## src/rtl/mul_cyc_ctrl_fsm.sv

```systemverilog
// Variable-length IF/ID/EX/MEM/WB control FSM for the multi-cycle CPU.
// Phases an opcode does not need are skipped; memory stalls hold IF/MEM, illegal opcodes trap.
module mul_cyc_ctrl_fsm #(
    parameter int OPC_W   = 6,
    parameter int FUNCT_W = 6,
    parameter int CNT_W   = 16
) (
    input  logic               clk,
    input  logic               rst,
    input  logic [OPC_W-1:0]   irOutOpe,
    input  logic [FUNCT_W-1:0] irFunct,
    input  logic               memRdy,
    input  logic               aluZero,
    output logic               memReq,
    output logic               fecAbl,
    output logic               irWr,
    output logic               regWr,
    output logic               aluSrcB,
    output logic               memToReg,
    output logic               datMemWr,
    output logic               pcWr,
    output logic [1:0]         pcSrc,
    output logic [FUNCT_W-1:0] funct,
    output logic [2:0]         state,
    output logic               retire,
    output logic               trap,
    output logic [CNT_W-1:0]   instCnt
);

    typedef enum logic [2:0] {
        S_IF   = 3'd0,
        S_ID   = 3'd1,
        S_EX   = 3'd2,
        S_MEM  = 3'd3,
        S_WB   = 3'd4,
        S_TRAP = 3'd7
    } state_t;

    typedef struct packed {
        logic               memReq;
        logic               fecAbl;
        logic               irWr;
        logic               regWr;
        logic               aluSrcB;
        logic               memToReg;
        logic               datMemWr;
        logic               pcWr;
        logic [1:0]         pcSrc;
        logic [FUNCT_W-1:0] funct;
        logic               retire;
        logic               trap;
    } ctrl_t;

    localparam logic [OPC_W-1:0]   OP_R    = OPC_W'(6'b000000);
    localparam logic [OPC_W-1:0]   OP_ADDI = OPC_W'(6'b001000);
    localparam logic [OPC_W-1:0]   OP_LW   = OPC_W'(6'b100011);
    localparam logic [OPC_W-1:0]   OP_SW   = OPC_W'(6'b101011);
    localparam logic [OPC_W-1:0]   OP_BEQ  = OPC_W'(6'b000100);
    localparam logic [OPC_W-1:0]   OP_J    = OPC_W'(6'b000010);
    localparam logic [FUNCT_W-1:0] FN_ADD  = FUNCT_W'(6'b100000);
    localparam logic [FUNCT_W-1:0] FN_SUB  = FUNCT_W'(6'b100010);

    state_t cur, nxt;
    ctrl_t  ctl, ctl_out;

    logic is_r, is_addi, is_lw, is_sw, is_beq, is_j, is_legal;

    assign is_r     = (irOutOpe == OP_R);
    assign is_addi  = (irOutOpe == OP_ADDI);
    assign is_lw    = (irOutOpe == OP_LW);
    assign is_sw    = (irOutOpe == OP_SW);
    assign is_beq   = (irOutOpe == OP_BEQ);
    assign is_j     = (irOutOpe == OP_J);
    assign is_legal = is_r | is_addi | is_lw | is_sw | is_beq | is_j;

    always_ff @(posedge clk or negedge rst) begin
        if (!rst) cur <= S_IF;
        else      cur <= nxt;
    end

    always_comb begin
        nxt = cur;
        ctl = '0;
        case (cur)
            S_IF: begin
                ctl.memReq = 1'b1;
                if (memRdy) begin
                    ctl.fecAbl = 1'b1;
                    ctl.irWr   = 1'b1;
                    nxt        = S_ID;
                end
            end
            S_ID: begin
                if (is_j) begin
                    ctl.pcWr   = 1'b1;
                    ctl.pcSrc  = 2'b10;
                    ctl.retire = 1'b1;
                    nxt        = S_IF;
                end else if (!is_legal) begin
                    nxt = S_TRAP;
                end else begin
                    nxt = S_EX;
                end
            end
            S_EX: begin
                if (is_r) begin
                    ctl.funct = irFunct;
                    nxt       = S_WB;
                end else if (is_addi || is_lw || is_sw) begin
                    ctl.funct   = FN_ADD;
                    ctl.aluSrcB = 1'b1;
                    nxt         = is_addi ? S_WB : S_MEM;
                end else if (is_beq) begin
                    ctl.funct  = FN_SUB;
                    ctl.pcSrc  = 2'b01;
                    ctl.pcWr   = aluZero;
                    ctl.retire = 1'b1;
                    nxt        = S_IF;
                end else begin
                    // IR changed under us after decode: drop the instruction, refetch
                    nxt = S_IF;
                end
            end
            S_MEM: begin
                ctl.memReq   = 1'b1;
                ctl.datMemWr = is_sw;
                if (memRdy) begin
                    if (is_lw) begin
                        nxt = S_WB;
                    end else begin
                        ctl.retire = is_sw;
                        nxt        = S_IF;
                    end
                end
            end
            S_WB: begin
                ctl.regWr    = 1'b1;
                ctl.memToReg = is_lw;
                ctl.retire   = 1'b1;
                nxt          = S_IF;
            end
            S_TRAP: begin
                ctl.trap = 1'b1;
            end
            default: nxt = S_IF;
        endcase
    end

    // Reset gates the outputs combinationally so nothing (memReq included) leaks while rst is low.
    assign ctl_out  = rst ? ctl : '0;
    assign memReq   = ctl_out.memReq;
    assign fecAbl   = ctl_out.fecAbl;
    assign irWr     = ctl_out.irWr;
    assign regWr    = ctl_out.regWr;
    assign aluSrcB  = ctl_out.aluSrcB;
    assign memToReg = ctl_out.memToReg;
    assign datMemWr = ctl_out.datMemWr;
    assign pcWr     = ctl_out.pcWr;
    assign pcSrc    = ctl_out.pcSrc;
    assign funct    = ctl_out.funct;
    assign retire   = ctl_out.retire;
    assign trap     = ctl_out.trap;
    assign state    = rst ? cur : S_IF;

    always_ff @(posedge clk or negedge rst) begin
        if (!rst)            instCnt <= '0;
        else if (ctl.retire) instCnt <= instCnt + CNT_W'(1);
    end

endmodule

```

## config.mk

```make
export PLATFORM = sky130hd
export DESIGN_NAME = mul_cyc_ctrl_fsm
export DESIGN_NICKNAME = d
export VERILOG_FILES = /design/src/rtl/mul_cyc_ctrl_fsm.sv
export SDC_FILE = /design/constraint.sdc
export NUM_CORES = 1
export LEC_CHECK = 0
export ABC_AREA = 0
export BUFFER_PORTS_ARGS = -buffer_cell sky130_fd_sc_hd__buf_4
export CORE_MARGIN = 5
export CORE_UTILIZATION = 48
export CTS_CLUSTER_DIAMETER = 150
export DETAILED_ROUTE_END_ITERATION = 12
export PLACE_DENSITY_LB_ADDON = 0.25
export SLEW_MARGIN = 20
export SYNTH_ARGS = -nofsm -noshare
export SYNTH_HDL_FRONTEND = slang
export SYNTH_SLANG_ARGS = --single-unit
```

## constraint.sdc

```tcl
create_clock -name clk -period 3.2 [get_ports clk]
set_input_delay 0.96 -clock clk [delete_from_list [all_inputs] [get_ports clk]]
set_output_delay 0.96 -clock clk [all_outputs]
set_load 0.005 [all_outputs]
```

-- Yosys cells after proc, flatten, opt, wreduce, memory -nomap -nowiden
Index checks and enable logic that the tools add are counted.
- eq/ne operators: 12
- bitwise logic cells: 6
- add/subtract/negate cells: 1
- reductions and logical operators: 6
- multiplexer cells: 35
- operator list (operator ; number):
    2-to-1 mux 3 bit ; 12
    2-to-1 mux 18 bit ; 1
    2-to-1 mux 6 bit ; 3
    adder 16 x 1 -> 16 bit (second input constant) ; 1
    case mux 3 bit (5 select lines) ; 1
    2-to-1 mux 1 bit ; 13
    equality test 6 bit (second input constant) ; 2
    2-to-1 mux 10 bit ; 1
    equality test 3 x 2 -> 1 bit (second input constant) ; 2
    equality test 3 bit (second input constant) ; 2
    equality test 6 x 2 -> 1 bit (second input constant) ; 1
    equality test 6 x 3 -> 1 bit (second input constant) ; 1
    equality test 6 x 4 -> 1 bit (second input constant) ; 1
    logical NOT 6 bit ; 1
    case mux 3 bit (2 select lines) ; 1
    OR 1 bit ; 5
    2-to-1 mux 2 bit ; 2
    inequality test 2 bit (second input constant) ; 2
    case mux 1 bit (4 select lines) ; 1
    equality test 3 x 1 -> 1 bit (second input constant) ; 1
    logical NOT 3 bit ; 1
    AND reduction 3 bit ; 1
    logical OR 1 bit ; 2
    OR reduction 2 bit ; 1
    inverter 1 bit ; 1
- bits of input ports: 16
- bits in registers: 19
- output and inout port bits: 37

-- Depth between registers and ports, before layout
- depth after elaboration: 9
- gate-level depth with buffers: 7
- depth with buffers taken out: 5

-- Least setup slack after synthesis
Ideal clock, no wire load.
- path type: input to output
- start: in irOutOpe[3]
- end: out retire
- buffers on the path: 2
- data required time: 2.240 ns
- stages on the path: 6
- slack: 0.075 ns
- arrival: 2.165 ns
- cell sequence: buf_4 > nor4_1 > a41oi_1 > o211ai_4 > buf_6 > and2_2
- word-level cells in the longest chain between the ends: 7
- elaborated cells on any way between the ends: 16
- ends and longest elaborated chain (element ; line ; source):
    start: declaration ; 10 ; input logic [OPC_W-1:0] irOutOpe,
    equality test 6 x 4 -> 1 bit / equality test 6 bit (equally long branches) ; 69, 70 ;
    logical OR 1 bit (2 in series) ; 109 ; end else if (is_addi || is_lw || is_sw) begin
    2-to-1 mux 1 bit ; 109 ;
    2-to-1 mux 1 bit ; 106 ; if (is_r) begin
    case mux 1 bit (4 select lines) (*) ; 84 ; case (cur)
    2-to-1 mux 18 bit (*) ; 150 ; assign ctl_out = rst ? ctl : '0;
    end: declaration ; 25 ; output logic retire,
Mark *: on every way between the ends. The rest lies on a longest branch, timed or not.

-- Worst setup path in the final report
- start: in irOutOpe[4]
- end: out funct[2]
- word-level cells in the longest chain between the ends: 7
- elaborated cells on any way between the ends: 10
- ends and longest elaborated chain (element ; line ; source):
    equality test 6 x 4 -> 1 bit / equality test 6 bit (equally long branches) ; 69, 70 ;
    logical OR 1 bit (2 in series) ; 109 ;
    2-to-1 mux 6 bit ; 109 ;
    2-to-1 mux 6 bit (*) ; 106 ;
    2-to-1 mux 6 bit (*) ; 84 ;
    2-to-1 mux 18 bit (*) ; 150 ;
    end: declaration ; 23 ; output logic [FUNCT_W-1:0] funct,
Marks and branches as above.

==> flow_summary.json <==
{
  "maxCapViolations": 0,
  "p_sw_uw": 322,
  "cts_hold_buffers": 0,
  "yosysWarnings": 0,
  "synthTopCellsByCount": "19 x dfrtp_1, 14 x xnor2_1, 10 x nand2_1",
  "synth_top_area_cell": "dfrtp_1",
  "leakagePower_uw": 0.000878,
  "yosysSeqAreaShare_pct": 36.9,
  "slew_headroom_pct": 68.8,
  "drc": 0,
  "p_seq_share_pct": 43.4,
  "slew_violations": 0,
  "ir_drop_mv": 0.468,
  "combPwrFrac_pct": 42.0,
  "gr-usage-all-layers_pct": 18.7,
  "cts_buffers": 3,
  "power_uw": 828,
  "synth_cell_type_count": 44,
  "ys_top_cells_by_area": "dfrtp_1 37%, xnor2_1 9.5%, nand4_1 4.4%, and2_1 2.9%, nand2_1 2.9%",
  "synthCells": 140,
  "num_vias": 1240,
  "die_x_um": 61.8,
  "use_met3_pct": 4.55,
  "ys_seq_elements": 19,
  "grt_first_pass_wirelength_um": 5400,
  "ant_nets": 0,
  "grt_busiest_layer": "met2",
  "syn_nets": 157,
  "yosysMostFrequentCell": "dfrtp_1",
  "gp_congestion": 0.877,
  "syn_avg_cell_area_um2": 9.20,
  "hold_viol": 0,
  "synth-main-ff-cell": "dfrtp_1",
  "die_area_um2": 3820,
  "clk_root_buffer_cell": "clkbuf_4",
  "path_clk_slew_ns": 0.10,
  "status": "complete, no violations",
  "p_clk_share_pct": 14.6,
  "ios": 53,
  "postLayoutCoreUtil_pct": 72.7,
  "cts-htree-levels": 1,
  "routed_wl_um": 3400,
  "antenna_found_initial": 0,
  "fillers": 198,
  "hp-class": "reg2reg",
  "fp.dieH_um": 61.8,
  "drive_gt1_share_pct": 43.7,
  "rsz0062_at_grt": "true",
  "syn2layout_area_growth_pct": 42.5,
  "fmax_ghz": 0.313,
  "async_reset_ff_share_pct": 100,
  "grt_use_met2_pct": 30.5,
  "syn_area_um2": 1290,
  "detail_route.vias_per_cell": 5.41,
  "synth_top_area_share_pct": 36.9,
  "io_buffers": 52,
  "tightestPinTransition_ns": 0.464,
  "worst_hold_slack_ns": 0.494,
  "post-dp-hpwl_um": 2680,
  "core_area_um2": 2520,
  "swShare_pct": 38.9,
  "cp-start-kind": "primary input",
  "synth_edf_count": 0,
  "grt_pass1_vias": 1163,
  "finalSetupViolations": 0,
  "drt-initial-drc-count": 58,
  "clkSinkCount": 19,
  "use_met1_pct": 26.3,
  "multi_input_area_um2": 779,
  "cts_tree": "built",
  "fin_crit_ns": 3.20,
  "cts_buffer_depth": 2,
  "path_class": "in2out",
  "worstPathRequired_ns": 2.24,
  "internal_power_uw": 506,
  "cp_max_fo": 5,
  "overflow": 0,
  "clock-skew-final_ns": 0.00507,
  "wl_per_cell_um": 14.8,
  "placement_rows": 18,
  "antenna-diode-count": 0,
  "clkLatencyLatePin_ns": 0.30,
  "grt_start_max_net_pins": 17,
  "drt_first_pass_iters": 4,
  "seqCellArea_um2": 475,
  "fin_nets": 217,
  "post-route-period-util_pct": 100,
  "end_kind": "primary output",
  "initial_core_util_pct": 51.0,
  "powerDensity_nw_per_um2": 451,
  "arrival_ns": 2.24
}
==> layer usage <==
metal | part of all wire [%] | vias to the layer above
li1 | - | 616
met1 | 45 | 588
met2 | 48 | 36
met3 | 6.7 | 0
met4 | 0 | 0
met5 | 0 | -
==> area by class of cell <==
| class | instances | area share (%) |
|---|---|---|
| clock buffer | 3 | 1.23 |
| inverter | 7 | 1.43 |
| tap | 30 | 2.05 |
| sequential | 19 | 25.9 |
| clock inverter | 1 | 0.273 |
| multi-input combinational | 106 | 42.5 |
| timing repair buffer | 63 | 26.6 |
==> stage by stage <==
step	area (um2)	instances	setup TNS (ns)	worst slack, ns
2_1_floorplan	1290	140	0	0.0752
3_3_place_gp	1730	224	-0.944	-0.134
3_5_place_dp	1730	224	-1.34	-0.191
4_1_cts	1810	229	0	0.000332
5_1_grt	1830	229	-0.303	-0.0556
6_report	1830	229	0	0.000329
==> flip-flops by register name, summed over array words and instances (netlist names) <==
register and flops:
cur 3, instCnt 16
==> power groups by stage <==
stage / clock network [uW] / logic [uW] / registers, uW
global route: 137 / 389 / 371
floorplan: 0 / 257 / 312
global placement: 0 / 328 / 357
finish: 121 / 348 / 359
CTS: 125 / 343 / 358
detailed placement: 0 / 335 / 362
==> timing repair <==
action / in CTS / in global routing
pin swaps: 1 / 5
gates cloned: 0 / 0
setup endpoints to repair: 10 / 8
gates resized for setup: 7 / 8
setup buffers: 1 / 0
==> worst max-delay path, stage by stage <==
cell and delay, ns:
buf_6 0.09, or3_4 0.38, or3_4 0.37, nor3_4 0.18, and2_4 0.17, buf_6 0.08
==> path summary, 6_finish.rpt <==
kind,end,startpoint,slack (ns),cells after the start
worst max-delay path,funct[2],irOutOpe[4],0.0003,6
worst min-delay path,instCnt[15],instCnt[15],0.49,1
worst max register to register,instCnt[1],cur[2],1.07,5
worst min register to register,instCnt[15],instCnt[15],0.49,1
max in group asynchronous,instCnt[14],rst,2.24,3
min in group asynchronous,instCnt[2],rst,0.57,2
==> layout by cell type, fill, tap and decap left out, drive strengths merged, types with 2 or more instances in the layout <==
| cell type | netlist | routed |
|---|---|---|
| a22oi | 2 | 2 |
| nor4 | 4 | 4 |
| inv | 7 | 7 |
| o21ai | 2 | 2 |
| or2b | 2 | 2 |
| and3 | 5 | 5 |
| nor2 | 8 | 8 |
| and2 | 7 | 7 |
| xnor2 | 14 | 14 |
| nor3 | 5 | 5 |
| or3 | 3 | 3 |
| clkbuf | 3 | 3 |
| o211ai | 2 | 2 |
| dfrtp | 19 | 19 |
| nand2b | 3 | 3 |
| nand4 | 9 | 9 |
| buf | 5 | 63 |
| nand3 | 6 | 6 |
| nand2 | 10 | 10 |
| o31ai | 2 | 2 |
| a21oi | 3 | 3 |
| or2 | 2 | 2 |
| nor2b | 3 | 3 |
==> cells by family (layout without fill, tap and decap cells) <==
group,Yosys count,in the layout,synth area share [%]
xor gates and xnor gates,15,15,10.2
AOI/OAI and AO/OA,16,16,9.72
adders and majority gates,1,1,0.972
and+or+nand+nor,73,73,34.8
buffers and inverters,15,74,6.51
muxes,1,1,0.875
DFF,19,19,36.9
(Power assumes the default switching activity.)
